$ cat src/rtl/mode_pkg.sv
// Shared types and helpers for the mode_1 burst sequencer family.
package mode_pkg;

  typedef enum logic [1:0] {
    IDLE   = 2'd0,
    RUN    = 2'd1,
    WAIT_F = 2'd2
  } state_e;

  localparam int DEF_LEN_W = 4;
  localparam int DEF_F_TMO = 4;
  localparam int MAX_REQ   = 8;

  // One-hot decode of a requester index; callers truncate to their own width.
  function automatic logic [MAX_REQ-1:0] onehot(input logic [2:0] idx);
    onehot      = '0;
    onehot[idx] = 1'b1;
  endfunction

endpackage

$ cat src/rtl/mode_rr_pick.sv
// Combinational round-robin picker: first set request strictly after ptr, with wrap.
module mode_rr_pick #(
  parameter int N_REQ = 4,
  parameter int IDX_W = $clog2(N_REQ)
) (
  input  logic [N_REQ-1:0] req,
  input  logic [IDX_W-1:0] ptr,
  output logic             any,
  output logic [IDX_W-1:0] idx
);

  logic [2*N_REQ-1:0] dbl;
  logic [2*N_REQ-1:0] masked;

  // Duplicate the request vector, keep only the N_REQ positions after ptr, take the lowest.
  always_comb begin
    dbl    = {req, req};
    masked = '0;
    any    = 1'b0;
    idx    = '0;
    for (int j = 0; j < 2*N_REQ; j++) begin
      if ((j > int'(ptr)) && (j <= int'(ptr) + N_REQ)) begin
        masked[j] = dbl[j];
      end
    end
    for (int j = 2*N_REQ-1; j >= 0; j--) begin
      if (masked[j]) begin
        any = 1'b1;
        idx = IDX_W'(j % N_REQ);
      end
    end
  end

endmodule

$ cat src/rtl/mode_seq.sv
// Burst sequencer and round-robin arbiter sharing one mode_1 FSM among N_REQ requesters.
module mode_seq import mode_pkg::*; #(
  parameter int N_REQ = 4,
  parameter int LEN_W = DEF_LEN_W,
  parameter int F_TMO = DEF_F_TMO
) (
  input  logic                   clk,
  input  logic                   rst,
  input  logic [N_REQ-1:0]       req,
  input  logic [N_REQ*LEN_W-1:0] len,
  output logic [N_REQ-1:0]       gnt,
  output logic [N_REQ-1:0]       done,
  output logic                   do_o,
  input  logic                   f_i,
  output logic                   busy,
  output logic                   err
);

  localparam int IDX_W = $clog2(N_REQ);
  localparam int TMO_W = $clog2(F_TMO);
  localparam logic [TMO_W-1:0] TMO_LAST = TMO_W'(F_TMO - 1);

  state_e             state_q;
  logic [IDX_W-1:0]   ptr_q;
  logic [LEN_W-1:0]   cnt_q;
  logic [TMO_W-1:0]   tmo_q;
  logic [N_REQ-1:0]   gnt_q;
  logic [N_REQ-1:0]   done_q;
  logic               do_q;
  logic               err_q;

  logic               pickAny;
  logic [IDX_W-1:0]   pickIdx;
  logic [LEN_W-1:0]   pickLen;
  logic [N_REQ-1:0]   pickOneHot;

  mode_rr_pick #(
    .N_REQ (N_REQ),
    .IDX_W (IDX_W)
  ) u_pick (
    .req (req),
    .ptr (ptr_q),
    .any (pickAny),
    .idx (pickIdx)
  );

  // Burst length and grant vector belonging to the current round-robin winner.
  always_comb begin
    pickLen    = len[pickIdx*LEN_W +: LEN_W];
    pickOneHot = N_REQ'(onehot(3'(pickIdx)));
  end

  // Sequencer FSM; a grant is withheld while done is high so mode_1 gets an extra idle edge.
  always_ff @(posedge clk or posedge rst) begin
    if (rst) begin
      state_q <= IDLE;
      ptr_q   <= IDX_W'(N_REQ - 1);
      cnt_q   <= '0;
      tmo_q   <= '0;
      gnt_q   <= '0;
      done_q  <= '0;
      do_q    <= 1'b0;
      err_q   <= 1'b0;
    end else begin
      case (state_q)
        IDLE: begin
          done_q <= '0;
          if ((done_q == '0) && pickAny) begin
            gnt_q   <= pickOneHot;
            ptr_q   <= pickIdx;
            cnt_q   <= pickLen;
            do_q    <= 1'b1;
            state_q <= RUN;
          end
        end
        RUN: begin
          if (cnt_q == '0) begin
            do_q    <= 1'b0;
            tmo_q   <= '0;
            state_q <= WAIT_F;
          end else begin
            cnt_q <= cnt_q - LEN_W'(1);
          end
        end
        WAIT_F: begin
          if (f_i || (tmo_q == TMO_LAST)) begin
            done_q  <= gnt_q;
            gnt_q   <= '0;
            state_q <= IDLE;
            if (!f_i) begin
              err_q <= 1'b1;
            end
          end else begin
            tmo_q <= tmo_q + TMO_W'(1);
          end
        end
        default: begin
          state_q <= IDLE;
        end
      endcase
    end
  end

  assign gnt  = gnt_q;
  assign done = done_q;
  assign do_o = do_q;
  assign busy = (state_q != IDLE);
  assign err  = err_q;

endmodule
$ cat config.mk
export PLATFORM = sky130hd
export DESIGN_NAME = mode_seq
export DESIGN_NICKNAME = d
export VERILOG_FILES = /design/src/rtl/mode_pkg.sv /design/src/rtl/mode_rr_pick.sv /design/src/rtl/mode_seq.sv
export SDC_FILE = /design/constraint.sdc
export NUM_CORES = 1
export LEC_CHECK = 0
export ABC_CLOCK_PERIOD_IN_PS = 5200
export BUFFER_PORTS_ARGS = -buffer_cell sky130_fd_sc_hd__buf_2
export CAP_MARGIN = 20
export CORE_ASPECT_RATIO = 2
export CORE_MARGIN = 4
export CORE_UTILIZATION = 25
export CTS_CLUSTER_DIAMETER = 120
export DETAILED_ROUTE_END_ITERATION = 10
export MAX_ROUTING_LAYER = met4
export PLACE_DENSITY = 0.48
export SLEW_MARGIN = 10
export SYNTH_ARGS = -nofsm -noshare
export SYNTH_HDL_FRONTEND = slang
export SYNTH_SLANG_ARGS = --single-unit
$ cat constraint.sdc
create_clock -name clk -period 5.2 [get_ports clk]
set_input_delay 1.04 -clock clk [delete_from_list [all_inputs] [get_ports clk]]
set_output_delay 1.04 -clock clk [all_outputs]
set_load 0.05 [all_outputs]
==> run_results.csv, run 1 <==
group,metric,value,unit
run_status,status,"completed",
worst_setup_path,worstSetupPathType,"reg -> out",
clock_network,htreeDepth,1,
yosys,ys_ff_latch,20,
layout,fin_cells,221,
timing,finalHoldViolCount,0,
clock_network,cts_tree,"yes",
timing,slew_headroom,46.99,%
die,ios,34,
layout,nets,192,
route,final_antenna_net_count,0,
route,vias_per_cell,5.244,
yosys,postSynthCellCount,138,
yosys,synth_cell_type_count,41,
power_and_ir_drop,vdd_drop_max,0.0002574,V
power_and_ir_drop,power.density,581.4,nW/µm²
route,wire_per_inst,15.68,µm
yosys,async_flop_share,100.0,%
layout,fin_util,31.54,%
global_routing,gr-total-overflow,0,
power_and_ir_drop,p_leak,0.7014,nW
route,drt_wl_total,3.465,mm
worst_setup_path,critPathCaptureType,"primary output",
worst_setup_path,cp_max_fo,14,
placement,dpl.cell_count,217,
die,fp.coreArea,4686,µm²
clock_network,clkTransAtPathRegs,0.07,ns
timing,tightest_slew,0.7927,ns
die,die_h,106.8,µm
worst_setup_path,cp.required,4.16,ns
yosys,synth_top_flop_cell,"dfrtp_1",
yosys,synth.avg_cell_area,8.840,µm²
clock_network,post_cts_resized,0,
placement,place_hpwl,2.828,mm
die,row_count,35,
global_routing,track_usage,12.09,%
die,dieArea,6129,µm²
worst_setup_path,worstSetupStartpointType,"flop",
global_routing,grt_max_degree,21,
layout,num_antenna_cells,0,
worst_setup_path,critPathSlowestCell,"dfrtp_1",
timing,fin_worst_skew,0.001639,ns
worst_setup_path,slowest_delay,0.52,ns
placement,place_congestion,0.8225,
global_routing,antenna_found_initial,0,
yosys,synth.net_count,163,
die,start_util,26.03,%
timing,fmax,413.2,MHz
global_routing,grt_pass1_vias,1230,
global_routing,grt_pass1_wl,5.727,mm
worst_setup_path,crit_path_cell_trace,"or2_2 > buf_2",
layout,num-fill-cells,499,
worst_setup_path,crit_arrival,1.38,ns
layout,multi_input_area,631.9,µm²
clock_network,cts_buffers,3,
yosys,yosysSeqAreaShare,41.23,%
timing,rsz0062_at_grt,"no",
route,drt_iter0_markers,28,
clock_network,clockBufferDepth,2,
flow_run,max-cap-violations,0,
route,vias,1159,
power_and_ir_drop,p_total,0.0008591,W
timing,fin_tns_setup,0,ns
clock_network,cts_root_buffer,"clkbuf_8",
route,drt_first_pass_iters,4,
yosys,syn_area,1220,µm²
placement,port_buffers,33,
layout,layout_commonest_cell,"buf_2",
clock_network,clk_latency,0.26,ns
clock_network,hold_buffers,0,
clock_network,postCtsSetupBuffers,0,
hold_path,worstHoldPathType,"reg -> reg",
layout,regArea,503.0,µm²
layout,synthToLayoutAreaGrowth,21.13,%
yosys,yosysWarnings,0,
timing,min_period,2.420,ns
yosys,synth_edf_count,0,
die,die_x,57.40,µm
layout,drive_gt1_share,28.92,%
route,drc_errors,0,
timing,maxSlewViolCount,0,
layout,final_cell_mix,"buf_2, dfrtp_1, nand2_1, a21oi_1, nor2_1",
timing,timing.final.crit_share,46.54,%
timing,setup_violations,0,
clock_network,cts_sinks,20,
[sequential cells by signal, indices dropped and copies added, names as in the netlist]
name	cells
cnt_q	4
done	4
gnt	4
ptr_q	2
state_q	2
tmo_q	2
do_o	1
err	1
[cell families after synthesis]
group | count (synthesis) | synth area share [%]
fa+ha+maj | 2 | 2.051
xor+xnor | 1 | 0.7181
compound gates | 56 | 33.75
buf+inv | 19 | 6.975
flops | 20 | 41.23
simple gates | 39 | 14.46
mux | 1 | 0.8205
[area by class of cell]
type,instances,share of cell area [%]
inverters,10,2.540
clock inverters,1,2.032
repair buffers,33,11.18
clock buffers,3,2.794
multi-input cells,99,42.76
flip-flops and latches,20,34.04
well taps,55,4.657
[per-layer routing]
metal,track usage (%),routed length [µm],vias up
met5,-,0,-
met4,5.804,96,0
met3,1.084,99,10
met2,22.65,2011,38
met1,12.00,1258,549
li1,-,-,562
[synthesized netlist by cell type, drive strengths merged (2+ instances only)]
| cell | instances | area, µm² |
|---|---|---|
| o21ai | 15 | 97.60 |
| nand2b | 2 | 12.51 |
| nor2b | 2 | 12.51 |
| a22o | 6 | 52.55 |
| nor3 | 2 | 10.01 |
| clkbuf | 5 | 18.77 |
| nand3 | 4 | 20.02 |
| dfstp | 2 | 52.55 |
| a21oi | 13 | 65.06 |
| a221oi | 4 | 41.29 |
| inv | 10 | 37.54 |
| nor2 | 12 | 45.04 |
| ha | 2 | 25.02 |
| buf | 4 | 28.78 |
| a32oi | 4 | 35.03 |
| o22ai | 3 | 18.77 |
| nand2 | 13 | 48.80 |
| dfrtp | 18 | 450.4 |
[worst paths after layout]
kind / slack (ns) / from / cells after the start / to
min in group asynchronous: 0.91 / rst / 2 / cnt_q[3]
worst max-delay path: 2.78 / state_q[1] / 2 / busy
worst max register to register: 3.03 / done[1] / 4 / cnt_q[1]
worst min register to register: 0.47 / err / 1 / err
worst min-delay path: 0.47 / err / 1 / err
max in group asynchronous: 3.79 / rst / 2 / tmo_q[0]
[power by group]
| part | total [W] | internal [W] | switching (W) |
|---|---|---|---|
| registers | 0.000287 | 0.000213 | 0.0000739 |
| clock network | 0.000154 | 0.000103 | 0.0000518 |
| logic | 0.000418 | 0.000145 | 0.000273 |
[critical path, delay by kind of cell, from the launching register on]
family | cells | cell delay, ns
buffers and inverters | 1 | 0.22
AND/OR/NAND/NOR | 1 | 0.38
flip-flops | 1 | 0.52
[metrics by stage]
step / worst slack [ns] / instance area [µm²] / hold slack, ns
after floorplan: 3.030 / 1220 / 0.4879
final: 2.780 / 1478 / 0.4710
after detailed placement: 2.518 / 1406 / 0.4636
after global placement: 2.648 / 1406 / 0.4535
after global routing: 2.627 / 1478 / 0.5017
after CTS: 2.780 / 1478 / 0.4812
No activity file was read; power rests on OpenSTA's default activity.
==> run 2, diff against run 1 <==
Settings changed: ABC_CLOCK_PERIOD_IN_PS 5200 to 2200, PLACE_DENSITY 0.48 to 0.5.
Clock period 5.2 ns to 2.2 ns, I/O delays scaled along.
==> run_results.csv, run 2 (synthesis results as in run 1) <==
group,metric,value,unit
worst_setup_path,critPathCaptureType,"flop",
power_and_ir_drop,p_leak,0.7235,nW
timing,hold_slack,0.3123,ns
timing,tightest_slew,0.7678,ns
clock_network,htreeDepth,1,
die,dieArea,6129,µm²
layout,finalInstanceArea,1506,µm²
layout,synthToLayoutAreaGrowth,23.49,%
global_routing,gr-total-overflow,0,
clock_network,cts_tree,"yes",
die,row_count,35,
placement,dpl.cell_count,223,
placement,place_congestion,0.7758,
clock_network,clkTransAtPathRegs,0.08,ns
layout,fin_cells,227,
worst_setup_path,rr_worst_depth,6,
worst_setup_path,worstSetupStartpointType,"flop",
timing,rsz0062_at_grt,"no",
route,final_antenna_net_count,0,
hold_path,worstHoldPathType,"in -> async",
clock_network,cts_root_buffer,"clkbuf_8",
route,drt_wl_total,3.217,mm
worst_setup_path,crit_family,"compound AO/OA/AOI/OAI gates",
route,wire_per_inst,14.17,µm
worst_setup_path,crit_arrival,2.08,ns
route,drt_first_pass_iters,4,
clock_network,cts_buffers,3,
worst_setup_path,cp.required,2.38,ns
placement,dpl-instance-area,1451,µm²
worst_setup_path,path_depth,6,
worst_setup_path,worstSetupPathType,"reg -> reg",
power_and_ir_drop,power.density,1311,nW/µm²
layout,num-fill-cells,498,
clock_network,clockBufferDepth,2,
global_routing,antenna_found_initial,0,
die,die_h,106.8,µm
timing,setup_violations,0,
layout,final_cell_mix,"buf_2, dfrtp_1, nand2_1, a21oi_1, nor2_1",
die,start_util,26.03,%
clock_network,clk_latency,0.25,ns
layout,multi_input_area,631.9,µm²
die,die_x,57.40,µm
timing,fin_worst_skew,0.002740,ns
route,drc_errors,0,
worst_setup_path,r2r_end,"cnt_q[2]",
global_routing,grt_pass1_wl,5.299,mm
die,ios,34,
layout,num_antenna_cells,0,
layout,drive_gt1_share,31.40,%
worst_setup_path,worst-path-buf-inv,1,
layout,regArea,503.0,µm²
timing,timing.final.crit_share,86.26,%
worst_setup_path,rrSetupSlack,0.30,ns
layout,nets,198,
route,drt_iter0_markers,21,
timing,slew_headroom,48.76,%
timing,finalHoldViolCount,0,
run_status,status,"completed",
flow_run,max-cap-violations,0,
clock_network,hold_buffers,0,
clock_network,cts_sinks,20,
global_routing,grt_max_degree,21,
worst_setup_path,r2r-start,"done[1]",
placement,port_buffers,33,
die,fp.coreArea,4686,µm²
route,vias,1163,
worst_setup_path,crit_path_cell_trace,"or4_1 > a211o_1 > buf_4 > nand2_1 > o21ai_0 > a21oi_1",
timing,fin_tns_setup,0,ns
placement,place_hpwl,2.624,mm
global_routing,grt_pass1_vias,1144,
clock_network,postCtsSetupBuffers,0,
timing,maxSlewViolCount,0,
power_and_ir_drop,vdd_drop_max,0.0004872,V
worst_setup_path,cp_max_fo,11,
route,vias_per_cell,5.123,
worst_setup_path,critPathSlowestCell,"or4_1",
layout,layout_commonest_cell,"buf_2",
clock_network,post_cts_resized,0,
timing,fmax,526.9,MHz
worst_setup_path,slowest_delay,0.52,ns
timing,min_period,1.898,ns
global_routing,track_usage,10.99,%
-- run 2: power breakdown --
group / total [W] / switching, W / internal [W]
Combinational: 0.00106 / 0.000674 / 0.000389
Sequential: 0.000631 / 0.000127 / 0.000504
Clock: 0.000281 / 0.000122 / 0.000159
Total: 0.00197 / 0.000923 / 0.00105
-- run 2: per-layer routing --
layer  vias up  global-route usage, %  wire length, µm
met5         -                      -                0
met4         0                  2.985               27
met3         2                  1.928              199
met2        33                  19.82             1735
met1       553                  12.05             1255
li1        575                      -                -
-- run 2: through the flow --
step                      worst slack [ns]  total power (W)  utilization [%]
after floorplan                     0.2886         0.001444                -
after global placement              0.3316         0.001700            30.97
after detailed placement            0.3160         0.001709            30.97
after CTS                           0.2907         0.001996            32.15
after global routing               0.09547         0.002133            32.15
final                               0.3023         0.001975            32.15
-- run 2: layout make-up --
cell class              count  area share [%]
well taps                  55           4.568
inverters                  10           2.492
repair buffers             39           13.95
multi-input cells          99           41.94
flip-flops and latches     20           33.39
clock buffers               4           3.654
-- run 2: worst max-delay path by stage --
stage / from / end / slack (ns)
3_5_place_dp: req[1] / cnt_q[1] / 0.32
6_report: done[1] / cnt_q[2] / 0.30
5_1_grt: done[1] / cnt_q[2] / 0.1
3_3_place_gp: done[1] / cnt_q[0] / 0.33
2_1_floorplan: done[3] / gnt[3] / 0.29
4_1_cts: done[1] / cnt_q[2] / 0.29
==> run 3, diff against run 2 <==
Settings changed: ABC_CLOCK_PERIOD_IN_PS 2200 to 1800, PLACE_DENSITY 0.5 to 0.48.
Clock period 2.2 ns to 1.8 ns, I/O delays scaled along.
==> run_results.csv, run 3 (synthesis results as in run 1) <==
group,metric,value,unit
clock_network,htreeDepth,1,
timing,hold_slack,0.1150,ns
global_routing,grt_max_degree,21,
route,drt_iter0_markers,34,
clock_network,cts_buffers,3,
layout,nets,206,
layout,fin_cells,235,
layout,final_cell_mix,"buf_2, dfrtp_1, nand2_1, a21oi_1, buf_4",
die,fp.coreArea,4686,µm²
timing,setup_slack,0.07538,ns
layout,layout_commonest_cell,"buf_2",
clock_network,cts_root_buffer,"clkbuf_8",
layout,num-fill-cells,486,
global_routing,antenna_found_initial,0,
layout,regArea,506.7,µm²
worst_setup_path,critPathSlowestCell,"or4_4",
global_routing,gr-total-overflow,0,
worst_setup_path,r2r-start,"done[1]",
layout,multi_input_area,673.1,µm²
route,final_antenna_net_count,0,
placement,place_congestion,0.7715,
worst_setup_path,critPathCaptureType,"flop",
clock_network,cts_tree,"yes",
die,die_h,106.8,µm
layout,synthToLayoutAreaGrowth,31.49,%
clock_network,cts_sinks,20,
power_and_ir_drop,p_total,0.002551,W
timing,setup_violations,0,
route,vias,1216,
timing,finalHoldViolCount,0,
placement,port_buffers,33,
route,drt_wl_total,3.452,mm
power_and_ir_drop,p_leak,0.7680,nW
die,start_util,26.03,%
worst_setup_path,cp_max_fo,5,
route,drc_errors,0,
global_routing,track_usage,11.81,%
power_and_ir_drop,vdd_drop_max,0.0005830,V
clock_network,clkTransAtPathRegs,0.08,ns
placement,place_hpwl,2.721,mm
route,vias_per_cell,5.174,
timing,tightest_slew,0.5091,ns
worst_setup_path,crit_arrival,1.88,ns
worst_setup_path,worstSetupStartpointType,"flop",
worst_setup_path,worstSetupPathType,"reg -> reg",
power_and_ir_drop,power.density,1590,nW/µm²
clock_network,hold_buffers,0,
route,drt_first_pass_iters,4,
layout,drive_gt1_share,38.89,%
die,dieArea,6129,µm²
clock_network,clk_latency,0.26,ns
timing,fmax,579.8,MHz
route,wire_per_inst,14.69,µm
timing,timing.final.crit_share,95.81,%
clock_network,clockBufferDepth,2,
hold_path,worstHoldPathType,"in -> async",
run_status,status,"completed",
global_routing,grt_pass1_wl,5.671,mm
flow_run,max-cap-violations,0,
timing,min_period,1.725,ns
die,row_count,35,
die,ios,34,
die,die_x,57.40,µm
worst_setup_path,startpoint,"done[1]",
layout,num_antenna_cells,0,
timing,rsz0062_at_grt,"yes",
worst_setup_path,crit_path_cell_trace,"or4_4 > a211o_4 > buf_4 > nand3_1 > o21ai_2",
placement,pre_cts_slack,-0.03604,ns
timing,slew_headroom,65.70,%
worst_setup_path,slowest_delay,0.55,ns
placement,dpl.cell_count,229,
timing,fin_worst_skew,0.004210,ns
global_routing,grt_pass1_vias,1290,
worst_setup_path,cp.required,1.95,ns
timing,maxSlewViolCount,0,
[run 3: cell type report]
class                   count  share of cell area, %
well taps                  55                  4.290
repair buffers             46                  16.38
inverters                  10                  2.340
flip-flops and latches     20                  31.59
multi-input cells         100                  41.97
clock buffers               4                  3.432
[run 3: through the flow]
stage	instance area, µm²	util [%]	setup TNS (ns)
2_1_floorplan	1227	-	-0.09921
3_3_place_gp	1500	32.02	0
3_5_place_dp	1500	32.02	-0.07366
4_1_cts	1564	33.38	0
5_1_grt	1604	34.23	-0.001519
6_report	1604	34.23	0
[run 3: power breakdown]
part	internal, W	switching (W)
Clock	0.000195	0.000152
Combinational	0.000563	0.000900
Sequential	0.000615	0.000126
Total	0.00137	0.00118
[run 3: repair_timing]
action                     in CTS  in global routing
cloned                          0                  1
pin swaps                       0                  3
setup buffers                   0                  1
setup endpoints to repair       7                  7
gates resized for setup         2                  4
[run 3: critical path: cells and delay by family (launching register included)]
family,cells,cell delay (ns)
AO/OA/AOI/OAI,2,0.40
AND/OR/NAND/NOR,2,0.65
buffers and inverters,1,0.17
flip-flops,1,0.41
[run 3: layer usage]
metal  vias to the layer above  track usage (%)  part of all wire [%]
li1                        601                -                     -
met1                       588            12.34                    37
met2                        23            20.63                    58
met3                         4            1.325                   3.2
met4                         0            6.965                   1.6
met5                         -                -                     0
[run 3: worst paths after layout]
check	endpoint	depth (start not counted)	slack (ns)
setup / recovery	gnt[2]	5	0.08
hold / removal	cnt_q[2]	3	0.12
setup reg to reg	gnt[2]	5	0.08
hold reg to reg	err	1	0.47
max in group asynchronous	ptr_q[1]	3	1.42
min in group clk	cnt_q[0]	3	0.39
